### config.mk
export PLATFORM = sky130hd
export DESIGN_NAME = read_request_splitter
export DESIGN_NICKNAME = d
export VERILOG_FILES = /design/src/rtl/read_request_splitter_pkg.sv /design/src/rtl/read_request_splitter_burst_len_calc.sv /design/src/rtl/read_request_splitter.sv
export SDC_FILE = /design/constraint.sdc
export NUM_CORES = 1
export LEC_CHECK = 0
export ABC_AREA = 1
export CORE_MARGIN = 4
export CORE_UTILIZATION = 30
export CTS_CLUSTER_DIAMETER = 80
export DETAILED_ROUTE_END_ITERATION = 10
export GPL_TIMING_DRIVEN = 1
export HOLD_SLACK_MARGIN = 0.03
export PLACE_DENSITY = 0.53
export SYNTH_ARGS = -nofsm -noshare
export SYNTH_HDL_FRONTEND = slang
export SYNTH_SLANG_ARGS = --single-unit
### constraint.sdc
create_clock -name clk -period 5.72 [get_ports clk]
set_clock_uncertainty 0.15 [all_clocks]
set_input_delay 0.572 -clock clk [delete_from_list [all_inputs] [get_ports clk]]
set_output_delay 0.572 -clock clk [all_outputs]
set_load 0.03 [all_outputs]
### src/rtl/read_request_splitter_pkg.sv
// Shared types, widths and AXI helpers for the read request splitter.
package read_request_splitter_pkg;

    localparam int ADDR_W  = 64;
    localparam int LEN_W   = 26;
    localparam int JOBID_W = 16;
    localparam int REM_W   = 21;

    localparam logic [1:0] AXI_BURST_INCR = 2'b01;

    typedef enum logic [1:0] {
        ST_IDLE,
        ST_CALC,
        ST_ISSUE
    } state_t;

    function automatic int log2(input int v);
        int r;
        r = 0;
        for (int i = 0; i < 31; i++) begin
            if ((1 << i) < v) r = i + 1;
        end
        return r;
    endfunction

    function automatic logic [2:0] axi_arsize(input int beat_bytes);
        return 3'(log2(beat_bytes));
    endfunction

    // Width able to hold the value max_beats itself.
    function automatic int beat_cnt_w(input int max_beats);
        return log2(max_beats + 1);
    endfunction

endpackage

### src/rtl/read_request_splitter_burst_len_calc.sv
// Burst length: min(remaining beats, max burst beats, beats left to boundary).
module read_request_splitter_burst_len_calc
    import read_request_splitter_pkg::*;
#(
    parameter int BEAT_BYTES      = 64,
    parameter int MAX_BURST_BEATS = 64,
    parameter int BOUNDARY_BYTES  = 4096,
    localparam int BEAT_LSB  = log2(BEAT_BYTES),
    localparam int BOUND_LSB = log2(BOUNDARY_BYTES),
    localparam int CNT_W     = beat_cnt_w(MAX_BURST_BEATS)
) (
    input  logic [BOUND_LSB-BEAT_LSB-1:0] beat_off,
    input  logic [REM_W-1:0]              remaining,
    output logic [CNT_W-1:0]              beats
);

    logic [REM_W-1:0] to_bnd;
    logic [REM_W-1:0] lim;

    always_comb begin
        to_bnd = REM_W'(BOUNDARY_BYTES / BEAT_BYTES) - REM_W'(beat_off);
        lim    = remaining;
        if (REM_W'(MAX_BURST_BEATS) < lim) lim = REM_W'(MAX_BURST_BEATS);
        if (to_bnd < lim) lim = to_bnd;
        beats = CNT_W'(lim);
    end

endmodule

### src/rtl/read_request_splitter.sv
// Splits job descriptors into AXI4 INCR read bursts and tags each burst.
module read_request_splitter
    import read_request_splitter_pkg::*;
#(
    parameter int         BEAT_BYTES      = 64,
    parameter int         MAX_BURST_BEATS = 64,
    parameter int         BOUNDARY_BYTES  = 4096,
    parameter logic [3:0] ARID_VALUE      = 4'd0
) (
    input  logic               clk,
    input  logic               srst,
    input  logic               job_valid,
    input  logic [ADDR_W-1:0]  job_src_addr,
    input  logic [LEN_W-1:0]   job_rd_length,
    input  logic [JOBID_W-1:0] job_id,
    output logic               job_rd,
    output logic [ADDR_W-1:0]  m_axi_araddr,
    output logic [7:0]         m_axi_arlen,
    output logic [2:0]         m_axi_arsize,
    output logic [1:0]         m_axi_arburst,
    output logic [3:0]         m_axi_arid,
    output logic               m_axi_arvalid,
    input  logic               m_axi_arready,
    input  logic               tag_almost_full,
    output logic               tag_wr,
    output logic [JOBID_W-1:0] tag_job_id,
    output logic               busy
);

    localparam int BEAT_LSB  = log2(BEAT_BYTES);
    localparam int BOUND_LSB = log2(BOUNDARY_BYTES);
    localparam int CNT_W     = beat_cnt_w(MAX_BURST_BEATS);

    state_t             state;
    state_t             state_nxt;
    logic [ADDR_W-1:0]  cur_addr;
    logic [REM_W-1:0]   remaining;
    logic [CNT_W-1:0]   beats;
    logic [CNT_W-1:0]   beats_q;
    logic [JOBID_W-1:0] job_id_q;
    logic [ADDR_W-1:0]  last_addr;
    logic [REM_W-1:0]   job_span;
    logic               hs;

    assign last_addr = job_src_addr + ADDR_W'(job_rd_length) - ADDR_W'(1);
    assign job_span  = REM_W'((last_addr >> BEAT_LSB) - (job_src_addr >> BEAT_LSB))
                     + REM_W'(1);
    assign hs        = m_axi_arvalid & m_axi_arready;

    assign m_axi_arsize  = axi_arsize(BEAT_BYTES);
    assign m_axi_arburst = AXI_BURST_INCR;
    assign m_axi_arid    = ARID_VALUE;
    assign tag_job_id    = job_id_q;
    assign busy          = (state != ST_IDLE);

    read_request_splitter_burst_len_calc #(
        .BEAT_BYTES      (BEAT_BYTES),
        .MAX_BURST_BEATS (MAX_BURST_BEATS),
        .BOUNDARY_BYTES  (BOUNDARY_BYTES)
    ) u_burst_len_calc (
        .beat_off  (cur_addr[BOUND_LSB-1:BEAT_LSB]),
        .remaining (remaining),
        .beats     (beats)
    );

    always_ff @(posedge clk) begin
        if (srst) state <= ST_IDLE;
        else      state <= state_nxt;
    end

    always_comb begin
        state_nxt = state;
        job_rd    = 1'b0;
        tag_wr    = 1'b0;
        unique case (state)
            ST_IDLE: begin
                if (job_valid && !srst) begin
                    job_rd = 1'b1;
                    if (job_rd_length != '0) state_nxt = ST_CALC;
                end
            end
            ST_CALC: begin
                if (!tag_almost_full) state_nxt = ST_ISSUE;
            end
            ST_ISSUE: begin
                if (hs && !srst) begin
                    tag_wr    = 1'b1;
                    state_nxt = (remaining == REM_W'(beats_q)) ? ST_IDLE : ST_CALC;
                end
            end
            default: state_nxt = ST_IDLE;
        endcase
    end

    always_ff @(posedge clk) begin
        if (srst) begin
            m_axi_araddr  <= '0;
            m_axi_arlen   <= '0;
            m_axi_arvalid <= 1'b0;
            cur_addr      <= '0;
            remaining     <= '0;
            beats_q       <= '0;
            job_id_q      <= '0;
        end else begin
            unique case (state)
                ST_IDLE: begin
                    if (job_valid) begin
                        job_id_q  <= job_id;
                        cur_addr  <= {job_src_addr[ADDR_W-1:BEAT_LSB], {BEAT_LSB{1'b0}}};
                        remaining <= job_span;
                    end
                end
                ST_CALC: begin
                    m_axi_araddr <= cur_addr;
                    m_axi_arlen  <= 8'(beats) - 8'd1;
                    beats_q      <= beats;
                    if (!tag_almost_full) m_axi_arvalid <= 1'b1;
                end
                ST_ISSUE: begin
                    // Address wraps modulo 2^64 by construction.
                    if (hs) begin
                        m_axi_arvalid <= 1'b0;
                        cur_addr      <= cur_addr + (ADDR_W'(beats_q) << BEAT_LSB);
                        remaining     <= remaining - REM_W'(beats_q);
                    end
                end
                default: ;
            endcase
        end
    end

endmodule

==> results of run 1 <==
worst max path at each step:
stage / start / endpoint / slack (ns) / cells past startpoint
floorplan: job_src_addr[8] / remaining[18] / 1.39 / 23
global placement: job_src_addr[6] / remaining[13] / 0.36 / 23
detailed placement: job_src_addr[6] / remaining[11] / 0.38 / 24
CTS: job_src_addr[9] / remaining[11] / 0.84 / 24
global route: job_src_addr[9] / remaining[15] / 0.40 / 24
finish: job_src_addr[6] / remaining[18] / 0.83 / 23
registers in the layout, indices dropped and copies added, names as in the netlist:
register,count
cur_addr,58
m_axi_araddr,58
remaining,21
tag_job_id,16
m_axi_arlen,8
beats_q,7
state,2
m_axi_arvalid,1
cells in the final DEF, fill, tap and decap left out, drive strengths merged, types with 6 or more instances in the layout:
cell | Yosys | layout
a211oi | 9 | 9
a21o | 6 | 6
a21oi | 195 | 195
a221oi | 6 | 6
a31oi | 12 | 12
buf | 34 | 10
clkbuf | 50 | 18
clkdlybuf4s50 | 0 | 195
conb | 2 | 15
dfxtp | 171 | 171
ha | 110 | 110
inv | 326 | 331
nand2 | 358 | 358
nand3 | 121 | 121
nand3b | 8 | 8
nand4 | 36 | 36
nor2 | 220 | 220
nor3 | 35 | 35
nor4 | 13 | 13
o211ai | 34 | 34
o21ai | 210 | 210
o21bai | 8 | 8
or2 | 15 | 15
xnor2 | 20 | 20
xor2 | 29 | 29
metal layers:
metal / GRT usage / vias to the layer above / part of all wire / wire length [um]
met1: 0.2787 / 6327 / 0.49 / 23400
li1: - / 7053 / - / -
met4: 0.04487 / 0 / 0.016 / 779
met2: 0.3134 / 361 / 0.44 / 20990
met5: 0 / - / 0 / 0
met3: 0.03316 / 40 / 0.052 / 2493
cells in the mapped netlist (3+ instances only):
| library cell | number |
|---|---|
| nor2_2 | 7 |
| a21o_1 | 6 |
| or2_2 | 10 |
| buf_4 | 16 |
| o21a_1 | 3 |
| nor4_1 | 12 |
| nand3_1 | 120 |
| nor2_1 | 209 |
| nor2_4 | 4 |
| buf_1 | 11 |
| buf_2 | 6 |
| nand4_1 | 36 |
| fa_1 | 3 |
| o21ai_1 | 12 |
| clkbuf_1 | 50 |
| o21bai_1 | 8 |
| a31oi_1 | 12 |
| a221oi_1 | 6 |
| or2_0 | 5 |
| a21oi_1 | 194 |
| xor2_1 | 29 |
| o21ai_0 | 192 |
| a211oi_1 | 9 |
| nand3b_1 | 8 |
| nand2_2 | 9 |
| ha_1 | 110 |
| o211ai_1 | 34 |
| inv_2 | 11 |
| dfxtp_1 | 171 |
| xnor2_1 | 20 |
| nor3_1 | 34 |
| nand2_1 | 347 |
| o21ai_2 | 6 |
| inv_1 | 315 |
report_power, final:
group / switching (mW) / internal [mW] / total, mW
clock network: 0.568 / 0.664 / 1.23
registers: 0.146 / 1.35 / 1.50
logic: 1.54 / 0.899 / 2.44
cell families (layout without fill, tap and decap cells):
kind of cell    count (synthesis)  in the layout  synth area share
buf+inv                       411            564            0.1226
simple gates                  812            812            0.2691
fa+ha+maj                     113            113            0.1088
other cells                     2             15         0.0005690
flops                         171            171            0.2594
xor+xnor                       49             49           0.03252
compound gates                494            494            0.2070
critical path: cells and delay by family:
family	cells	cell delay [ns]
AOI/OAI and AO/OA	8	1.59
xor gates and xnor gates	1	0.21
adders and majority gates	4	1.31
buffers and inverters	3	0.63
and+or+nand+nor	7	0.76
area by class of cell:
class	count	area [um^2]
Fill cell	4726	27020
Tap cell	585	732.0
Clock inverter	14	182.7
Sequential cell	171	3423
Multi-Input combinational cell	1483	8223
Inverter	327	1229
Timing Repair Buffer	205	2024
Clock buffer	18	429.2
per-stage QoR:
step	utilization	total power [mW]	setup WS, ns	std cells
6_report	0.3754	5.166	0.8344	2803
5_1_grt	0.3754	5.587	0.4023	2803
4_1_cts	0.3754	5.202	0.8408	2803
3_5_place_dp	0.3613	3.953	0.3843	2771
3_3_place_gp	0.3613	3.953	0.3597	2771
2_1_floorplan	-	3.211	1.393	2065
==> flow_summary.toml, run 1 <==
[synth]
ys_types = 55
seq_area_frac_synth = 0.2594
synth_edf_count = 0
postSynthAreaPerCell_um2 = 6.432
syn_inst = 2052
synth_seq_cells = 171
yosys.area.top_type_share = 0.2594
synth_area_leaders = "dfxtp_1, ha_1, nand2_1"
synthArstFlopShare = 0
ys_warn_count = 0
yosysTopAreaCell = "dfxtp_1"
synthesis.area_mm2 = 0.01320
synth-main-ff-cell = "dfxtp_1"

[clock_network]
clockBufferDepth = 2
cts_hold_buf = 0
cts_sinks = 171
cts-root-buf = "clkbuf_16"
htree_num_levels = 4
clk_pin_slew_ns = 0.07
cts_tree = "done"
cts_made_buffers = 17
post_cts_buffers = 0
postCtsResizedCells = 0
clk-insertion-delay-late_ns = 0.44

[timing]
fin_setup_tns_ns = 0
fmax_ghz = 0.2047
rsz0062_at_grt = "no"
whs_ns = 0.3314
slew_viol_final = 0
max_slew_margin = 0.2583
worst_pin_slew_ns = 1.113
setup_viol = 0
hold_violations = 0
finalCritPeriodShare = 0.8541
period_needed_ns = 4.886

[die]
num_rows = 76
dieWidth_um = 217.7
die-height_um = 217.7
io_pins = 212
initial_utilization = 0.3050
design.core.area_mm2 = 0.04327
dieArea_mm2 = 0.04741

[placement]
io_buffer_count = 196
post_dp_cell_area_mm2 = 0.01563
dp_hpwl_um = 37600
place_congestion = 0.9797

[routing]
drtPass1Iterations = 6
wl_per_cell_um = 17.00
drt_iter0_markers = 993
wl_um = 47660
antenna_left = 0
num_vias = 13780
vias_per_cell = 4.917
drcViolationCount = 0

[final_layout]
antenna_cells = 0
design_area_mm2 = 0.01624
syn2layout_area_growth_pct = 23.08
layout-drive-gt1-share = 0.04554
layout.nets = 2429

[worst_setup_path]
cp_slowest_cell = "clkdlybuf4s50_1"
ff2ff_setup_slack_ns = 1.88
cp-end-kind = "register"
crit_arrival_ns = 5.07
required_ns = 5.91
ff2ff_path_depth = 23
r2r-start = "remaining[7]"
crit_top_cell = "nor2_1"
cp_slowest_stage_delay_ns = 0.49
crit_type = "in -> reg"
r2r-end = "m_axi_arlen[2]"
cp-start-kind = "input port"
critical_path.max_fanout = 6
path_cells = "clkdlybuf4s50_1, inv_1, ha_1, inv_1, ha_1, a21oi_1, nor2_1, nor2_1, o21ai_0, a21oi_1, o21ai_0, xor2_1, ha_1, ha_1, a21oi_1, a21boi_0, nor2_1, nor2_1, nand2_1, a21o_1, or2_2, a21oi_1, nor2_1"

[status]
status = "finished, final reports clean"

[grt]
grt_pass1_vias = 13280
grt_usage = 0.1965
globalRouteOverflowTotal = 0
grt_max_degree = 109
grt_pass1_wl_um = 74100
antenna_found_initial = 0

[min_path]
min_path_cells = 2
hp-start = "cur_addr[21]"
hold_class = "reg -> reg"
hold_path_end = "cur_addr[21]"

[run]
maxCapViolCount = 0

[power_and_ir_drop]
ir_worst_vdd_mv = 0.2178
p_leak_nw = 6.999
power_density_mw_per_mm2 = 318.1
(Power assumes the default switching activity.)
==> run 2, diff against run 1 <==
- CORE_ASPECT_RATIO: unset -> 0.8
- GPL_TIMING_DRIVEN: 1 -> unset
- SKIP_LAST_GASP: unset -> 1
==> run 2 against run 1 <==
  * Sequential cell count did not move
  * Routed wire length up 1.7%
  * Fmax shrank 4.7%
  * Hold slack about the same
  * Power about the same
  * Critical path type unchanged
  * Via count up 0.99%
  * Critical path depth grew 2
  * Cell count shrank 0.78%
  * Highest routed layer unchanged
==> flow_summary.toml, run 2 (synthesis results as in run 1) <==
[grt]
grt_pass1_wl_um = 74940
grt_usage = 0.1989
grt_pass1_vias = 12970
antenna_found_initial = 0
grt_max_degree = 123
globalRouteOverflowTotal = 0

[min_path]
hold_class = "reg -> reg"

[routing]
wl_um = 48460
num_vias = 13920
drt_iter0_markers = 1188
vias_per_cell = 5.005
drtPass1Iterations = 6
antenna_left = 0
wl_per_cell_um = 17.42
drcViolationCount = 0

[timing]
max_slew_margin = 0.2385
worst_pin_slew_ns = 1.142
setup_ws_ns = 0.5927
period_needed_ns = 5.127
fin_setup_tns_ns = 0
hold_violations = 0
rsz0062_at_grt = "no"
slew_viol_final = 0
fmax_ghz = 0.1950
whs_ns = 0.3312
setup_viol = 0
finalCritPeriodShare = 0.8964

[die]
num_rows = 68
die-height_um = 195.6
dieArea_mm2 = 0.04743
dieWidth_um = 242.5
io_pins = 212
initial_utilization = 0.3047
design.core.area_mm2 = 0.04331

[final_layout]
final_cell_mix = "nand2_1, inv_1, nor2_1"
syn2layout_area_growth_pct = 22.80
top_regs = "cur_addr x58, m_axi_araddr x58, remaining x21"
layout.nets = 2431
layout_commonest_cell = "nand2_1"
layout-drive-gt1-share = 0.04685

[clock_network]
postCtsResizedCells = 0
cts_sinks = 171
cts_hold_buf = 0
clockBufferDepth = 2
clk_pin_slew_ns = 0.07
cts_tree = "done"
cts_made_buffers = 17
post_cts_buffers = 0
htree_num_levels = 4
clk-insertion-delay-late_ns = 0.46
cts-root-buf = "clkbuf_16"

[worst_setup_path]
cp-startpoint = "job_rd_length[2]"
critPathBufInv = 4
critical_path.max_fanout = 4
ff2ff_path_depth = 24
endpoint = "remaining[18]"
cp_slowest_cell = "clkdlybuf4s50_1"
cp_slowest_stage_delay_ns = 0.48
r2r-end = "m_axi_arlen[6]"
cp-start-kind = "input port"
required_ns = 5.92
r2r-start = "remaining[7]"
ff2ff_setup_slack_ns = 1.89
cp-end-kind = "register"
crit_type = "in -> reg"
crit_cells = 25
crit_arrival_ns = 5.33
crit_family = "compound AO/OA/AOI/OAI gates"

[status]
status = "finished, final reports clean"

[placement]
place_congestion = 0.9693
dp_hpwl_um = 37720
dp_slack_ns = 0.2175
io_buffer_count = 196

[run]
maxCapViolCount = 0

[power_and_ir_drop]
power_density_mw_per_mm2 = 318.6
ir_worst_vdd_mv = 0.2253
p_leak_nw = 7.008
p_total_mw = 5.163
-- run 2: cell count changes in the layout (fill, tap and decap cells not counted) --
cell        before  now
clkinv_4         0    5
inv_8            3    0
buf_4            9   11
clkinv_2         1    3
clkinv_8         2    0
clkinvlp_4       4    2
clkbuf_1         1    0
diode_2          0    1
inv_6            3    4
-- run 2: worst reg2reg max path, cell delays in order, from the launching register on --
cell and delay [ns]:
dfxtp_1 0.37, nor2_1 0.13, nand2_1 0.13, inv_1 0.10
nand2_1 0.05, inv_1 0.17, nand3_1 0.17, nor2_1 0.21
inv_1 0.09, ha_1 0.29, a21oi_1 0.14, nor2_1 0.06
a211oi_1 0.23, nand2_2 0.12, nand2_4 0.12, nand2_4 0.12
o21ai_1 0.33, inv_1 0.08, ha_1 0.22, inv_1 0.11
nor2_4 0.06, nand3_2 0.07, nand3_1 0.06, nand2_1 0.10
nor2_1 0.04
-- run 2: worst min-delay path by stage --
stage                     depth (start not counted)           start  slack [ns]               end
after floorplan                                   2    cur_addr[63]        0.30  m_axi_araddr[63]
after global placement                            2    cur_addr[63]        0.31      cur_addr[63]
after detailed placement                          2    cur_addr[63]        0.32      cur_addr[63]
after CTS                                         2    cur_addr[63]        0.33      cur_addr[63]
after global routing                              2  m_axi_arlen[7]        0.36    m_axi_arlen[7]
final                                             2    cur_addr[63]        0.33      cur_addr[63]
-- run 2: final cells by class --
| cell class | count | area (um^2) |
|---|---|---|
| fillers | 4693 | 27100 |
| inverters | 327 | 1229 |
| multi-input cells | 1483 | 8223 |
| well taps | 560 | 700.7 |
| diodes | 1 | 2.502 |
| clock inverters | 15 | 163.9 |
| clock buffers | 17 | 425.4 |
| flip-flops and latches | 171 | 3423 |
| repair buffers | 207 | 2039 |
-- run 2: report_power, final --
group / total [mW] / switching (mW) / internal [mW] / leakage [nW]
registers: 1.51 / 0.153 / 1.35 / 1.41
logic: 2.45 / 1.55 / 0.899 / 5.31
clock network: 1.21 / 0.560 / 0.651 / 0.285
total: 5.16 / 2.26 / 2.90 / 7.01
-- run 2: per-stage QoR --
step / cells / util / cell area [um^2]
6_report: 2781 / 0.3742 / 16210
2_1_floorplan: 2065 / - / 13250
3_3_place_gp: 2748 / 0.3606 / 15620
5_1_grt: 2780 / 0.3742 / 16200
4_1_cts: 2780 / 0.3742 / 16200
3_5_place_dp: 2748 / 0.3606 / 15620
-- run 2: per-layer routing --
metal / routed length [um] / vias up / GRT usage / share of wire
met4: 658 / 0 / 0.03890 / 0.014
li1: - / 7064 / - / -
met1: 25140 / 6448 / 0.3049 / 0.52
met5: 0 / - / 0 / 0
met2: 20010 / 373 / 0.2932 / 0.41
met3: 2655 / 33 / 0.03089 / 0.055
